**src/rtl/rx_frame_assembler.sv**
```systemverilog
// Assembles SYNC/CMD/LEN/payload/CSUM frames from a UART byte stream, holding
// each checked frame until acknowledged and flagging length, checksum, UART and timeout errors.
module rx_frame_assembler #(
    parameter logic [7:0]  SYNC_BYTE   = 8'hA5,
    parameter int unsigned TIMEOUT_CYC = 1000
) (
    input  logic         clk,
    input  logic         n_rst,
    input  logic [7:0]   rx_data,
    input  logic         data_ready,
    input  logic         overrun_error,
    input  logic         framing_error,
    input  logic         frame_ack,
    output logic         frame_valid,
    output logic [7:0]   frame_cmd,
    output logic [4:0]   frame_len,
    output logic [127:0] frame_payload,
    output logic         frame_err,
    output logic [1:0]   err_code
);

    localparam int unsigned CW = $clog2(TIMEOUT_CYC + 1);

    typedef enum logic [2:0] {IDLE, CMD, LEN, PAYLOAD, CSUM, HOLD} state_t;

    state_t         state, state_nxt;
    logic           dr_q, ue_q;
    logic           byte_evt, uart_evt;
    logic           active, timeout, abort;
    logic           err_fire, load_frame;
    logic [1:0]     err_sel;
    logic [7:0]     cmd_r, csum;
    logic [4:0]     len_r;
    logic [3:0]     idx;
    logic [127:0]   payload_r;
    logic [CW-1:0]  tmo_cnt;

    assign byte_evt    = data_ready & ~dr_q;
    assign uart_evt    = (overrun_error | framing_error) & ~ue_q;
    assign active      = (state == CMD) || (state == LEN) || (state == PAYLOAD) || (state == CSUM);
    assign timeout     = active && !byte_evt && (tmo_cnt == CW'(TIMEOUT_CYC - 1));
    assign abort       = active && (uart_evt || timeout);
    assign frame_valid = (state == HOLD);

    always_ff @(posedge clk or negedge n_rst) begin
        if (!n_rst) state <= IDLE;
        else        state <= state_nxt;
    end

    always_comb begin
        state_nxt  = state;
        err_fire   = 1'b0;
        err_sel    = 2'b00;
        load_frame = 1'b0;
        // A UART event outranks both a timeout and a simultaneous byte.
        if (abort) begin
            state_nxt = IDLE;
            err_fire  = 1'b1;
            err_sel   = uart_evt ? 2'b10 : 2'b11;
        end else begin
            case (state)
                IDLE:    if (byte_evt && rx_data == SYNC_BYTE) state_nxt = CMD;
                CMD:     if (byte_evt) state_nxt = LEN;
                LEN: begin
                    if (byte_evt) begin
                        if (rx_data == 8'd0 || rx_data > 8'd16) begin
                            state_nxt = IDLE;
                            err_fire  = 1'b1;
                            err_sel   = 2'b00;
                        end else begin
                            state_nxt = PAYLOAD;
                        end
                    end
                end
                PAYLOAD: if (byte_evt && 5'(idx) == len_r - 5'd1) state_nxt = CSUM;
                CSUM: begin
                    if (byte_evt) begin
                        if (rx_data == csum) begin
                            state_nxt  = HOLD;
                            load_frame = 1'b1;
                        end else begin
                            state_nxt = IDLE;
                            err_fire  = 1'b1;
                            err_sel   = 2'b01;
                        end
                    end
                end
                HOLD:    if (frame_ack) state_nxt = IDLE;
                default: state_nxt = IDLE;
            endcase
        end
    end

    always_ff @(posedge clk or negedge n_rst) begin
        if (!n_rst) begin
            dr_q          <= 1'b0;
            ue_q          <= 1'b0;
            tmo_cnt       <= '0;
            cmd_r         <= '0;
            len_r         <= '0;
            idx           <= '0;
            csum          <= '0;
            payload_r     <= '0;
            frame_cmd     <= '0;
            frame_len     <= '0;
            frame_payload <= '0;
            frame_err     <= 1'b0;
            err_code      <= 2'b00;
        end else begin
            dr_q <= data_ready;
            ue_q <= overrun_error | framing_error;

            if (!active || byte_evt) tmo_cnt <= '0;
            else                     tmo_cnt <= tmo_cnt + CW'(1);

            if (byte_evt && !abort) begin
                case (state)
                    CMD: begin
                        cmd_r <= rx_data;
                        csum  <= rx_data;
                    end
                    LEN: begin
                        len_r     <= rx_data[4:0];
                        idx       <= '0;
                        payload_r <= '0;
                        csum      <= csum ^ rx_data;
                    end
                    PAYLOAD: begin
                        payload_r[{idx, 3'b000} +: 8] <= rx_data;
                        csum <= csum ^ rx_data;
                        idx  <= idx + 4'd1;
                    end
                    default: ;
                endcase
            end

            if (load_frame) begin
                frame_cmd     <= cmd_r;
                frame_len     <= len_r;
                frame_payload <= payload_r;
            end

            frame_err <= err_fire;
            if (err_fire) err_code <= err_sel;
        end
    end

endmodule

```
**config.mk**
```make
export PLATFORM = sky130hd
export DESIGN_NAME = rx_frame_assembler
export DESIGN_NICKNAME = d
export VERILOG_FILES = /design/src/rtl/rx_frame_assembler.sv
export SDC_FILE = /design/constraint.sdc
export NUM_CORES = 1
export LEC_CHECK = 0
export CORE_AREA = 3 3 160 146
export DETAILED_ROUTE_END_ITERATION = 10
export DIE_AREA = 0 0 163 149
export HOLD_SLACK_MARGIN = 0.08
export PLACE_DENSITY = 0.84
export SYNTH_ARGS = -nofsm -noshare
export SYNTH_HDL_FRONTEND = slang
export SYNTH_SLANG_ARGS = --single-unit
```
**constraint.sdc**
```tcl
create_clock -name clk -period 5.4 [get_ports clk]
set_input_delay 1.08 -clock clk [delete_from_list [all_inputs] [get_ports clk]]
set_output_delay 1.08 -clock clk [all_outputs]
set_load 0.05 [all_outputs]
```
==> results.yml <==
die:
  fp.dieArea_mm2: 0.02429
  start_util_pct: 59.97
  fp.coreArea_mm2: 0.02170
  die_x_um: 163
  num_rows: 51
  die_y_um: 149
  top_level_ports: 159
detailed_routing:
  routedWlPerCell_um: 22.03
  met1_length_um: 14040
  highest_layer: "met4"
  drtIter0Drc: 846
  vias_per_cell: 6.040
  ant_nets: 0
  dr.pass1.iters: 5
  wl_met2_um: 14880
  met3_length_um: 2002
  vias: 8625
  drc: 0
  drt_wl_total_um: 31460
power_and_ir_drop:
  p_int_uw: 4219
  power_uw: 6062
  combPwrFrac_pct: 19.0
  cellPowerDensity_mw_per_mm2: 385.0
  p_seq_share_pct: 46.6
  netSwitchingPower_uw: 1843
  clkPwrFrac_pct: 34.4
  ir_drop_mv: 0.3305
  p_leak_uw: 0.007563
  swShare_pct: 30.40
global_route:
  first_global_vias: 8894
  overflow: 0
  grt_max_degree: 123
  grt_use_total_pct: 26.14
  antenna_found_initial: 0
  grt_pass1_wl_um: 50340
cts:
  cts_max_level: 1
  clkLatencyLatePin_ps: 570
  post_cts_buffers: 0
  hold_buffers: 0
  root_buffer: "clkbuf_16"
  numCtsBuffers: 30
  clock-sinks: 312
  path_clk_slew_ps: 60
  cts_tree: "built"
  post_cts_resized: 0
  clockBufferDepth: 3
synth:
  ys_ff_latch: 312
  ys_seq_area_share_pct: 60.01
  ys_top_cells_by_area: "dfrtp_1 60%, mux2_4 10%, mux2_2 5.4%"
  synth-edff-count: 0
  synth_cell_types: 60
  synth_nets: 983
  netlist_area_mm2: 0.01301
  synth_area_leader_cell: "dfrtp_1"
  yosys_warnings: 0
  synth_cells: 963
  ys_async_sr_fraction_pct: 100.0
  postSynthAreaPerCell_um2: 13.51
  yosysTopAreaCellShare_pct: 60.01
  ys.flop_type: "dfrtp_1"
setup_path:
  end_kind: "flip-flop"
  required_ps: 5820
  arrival_ps: 3980
  cp-start-kind: "input pin"
  path_class: "input pin to flip-flop"
  cp_max_fo: 60
placed_design:
  pre_cts_ws_ps: 1337
  place.gp.congestion: 0.8512
  port_buffers: 158
  dp_hpwl_um: 20010
sta:
  tightest_slew_ps: 1333
  fin_ws_ps: 1846
  timing.final.max_slew_violations: 0
  finalClockSkew_ps: 32.46
  slew_headroom_pct: 10.96
  setup_viol: 0
  fmax_mhz: 281.4
  rsz0062_at_grt: "false"
  setup_tns_ps: 0
  finalWorstPathRequiredPeriod_ps: 3554
  fin_crit_sh_pct: 65.82
  hold_violations: 0
final_layout:
  fin_util_pct: 72.58
  syn_to_final_growth_pct: 21.03
  fin_nets: 1135
  drive_gt1_share_pct: 19.70
  antenna_cells: 0
  nFillCells: 1377
run_status:
  outcome: "finished clean"
job:
  max-cap-violations: 0
min_path:
  hold_class: "flip-flop to flip-flop"
[synthesized netlist by cell type, drive strengths merged (5+ instances only)]
master,number
o21ai,66
xor2,12
nand2,83
mux2,152
nand3,15
a22o,59
a21o,16
or3,6
inv,7
a21oi,20
nand2b,5
nor4,5
xnor2,9
dfrtp,312
o2bb2ai,22
ha,6
nor2,33
clkbuf,29
nor2b,5
mux2i,11
buf,24
or2,7
a22oi,9
[critical path, cell delays in order]
cell             delay, ps
clkdlybuf4s50_1        480
buf_4                  280
xor2_1                 180
nor4_1                  80
nand4_1                140
or2_4                  940
buf_12                 360
mux2_2                 380
[state kept, by name, indices dropped and copies added (netlist names), 5 cells and up]
register       flops
cmd_r              8
csum               8
frame_cmd          8
frame_len          5
frame_payload    128
len_r              5
payload_r        128
tmo_cnt           10
[final timing paths]
kind | cells after the start | startpoint | end | slack, ps
setup / recovery | 8 | rx_data[5] | frame_payload[49] | 1850
hold / removal | 2 | payload_r[54] | payload_r[54] | 490
setup reg to reg | 5 | state[2] | payload_r[122] | 2040
hold reg to reg | 2 | payload_r[54] | payload_r[54] | 490
max in group asynchronous | 2 | n_rst | frame_payload[29] | 3720
min in group asynchronous | 1 | n_rst | frame_payload[114] | 530
[final cells by class]
class	instances	area [um2]	share of cell area, %
flip-flops and latches	312	7807	49.58
clock inverters	6	91.34	0.5801
multi-input cells	590	4828	30.66
well taps	291	364.1	2.312
clock buffers	48	888.4	5.642
inverters	8	30.03	0.1907
repair buffers	173	1737	11.03
[cells in the final DEF (no fill, tap or decap), types with 3 or more instances in the layout]
cell             count
and3_1               3
o22ai_1              3
or2_2                6
ha_1                 6
a22oi_1              9
nor4_1               4
clkdlybuf4s50_1    157
inv_1                7
nand2_1             83
buf_4               12
a21oi_1             20
or3_1                6
dfrtp_1            312
buf_12               3
xor2_1              12
xnor2_1              9
o2bb2ai_1           22
nand4_1              4
nor3_1               3
clkinv_2             3
nand2b_1             5
nor2_1              33
nor2b_1              5
clkbuf_1            11
o21ai_0             64
mux2_4              90
a21o_1              16
clkbuf_16           30
mux2_2              62
nand3_1             15
mux2i_1             11
nand3b_1             3
clkbuf_8             7
nand4b_1             4
a22o_1              59
[kinds of logic (layout without fill, tap and decap cells)]
kind of cell | Yosys count | in the layout | synth area share [%]
adder cells (fa/ha/maj) | 6 | 6 | 0.5770
multiplexers | 163 | 163 | 16.60
AND/OR/NAND/NOR | 186 | 186 | 6.934
XOR/XNOR | 21 | 21 | 1.414
flip-flops | 312 | 312 | 60.01
AO/OA/AOI/OAI | 214 | 214 | 11.57
buffers and inverters | 61 | 235 | 2.895
[metrics by stage]
step / area (um2) / cells / hold WS [ps]
global route: 15750 / 1428 / 509.9
global placement: 14770 / 1374 / 458.2
detailed placement: 14770 / 1374 / 467.1
CTS: 15750 / 1428 / 487.4
floorplan: 13010 / 963 / 446.0
finish: 15750 / 1428 / 487.0
[power groups by stage]
| stage | Combinational (uW) | Sequential (uW) | Clock (uW) |
|---|---|---|---|
| final | 1150 | 2820 | 2090 |
| after global routing | 1270 | 2850 | 2210 |
| after CTS | 1140 | 2820 | 2100 |
| after detailed placement | 1120 | 2850 | 0 |
| after global placement | 1080 | 2840 | 0 |
| after floorplan | 842 | 2770 | 0 |
[metal layers]
metal / vias to the layer above / track usage [%]
met5: - / 0
met4: 0 / 6.089
met3: 54 / 4.414
met2: 360 / 41.08
met1: 4437 / 38.80
li1: 3774 / -
No activity file was read; power rests on OpenSTA's default activity.
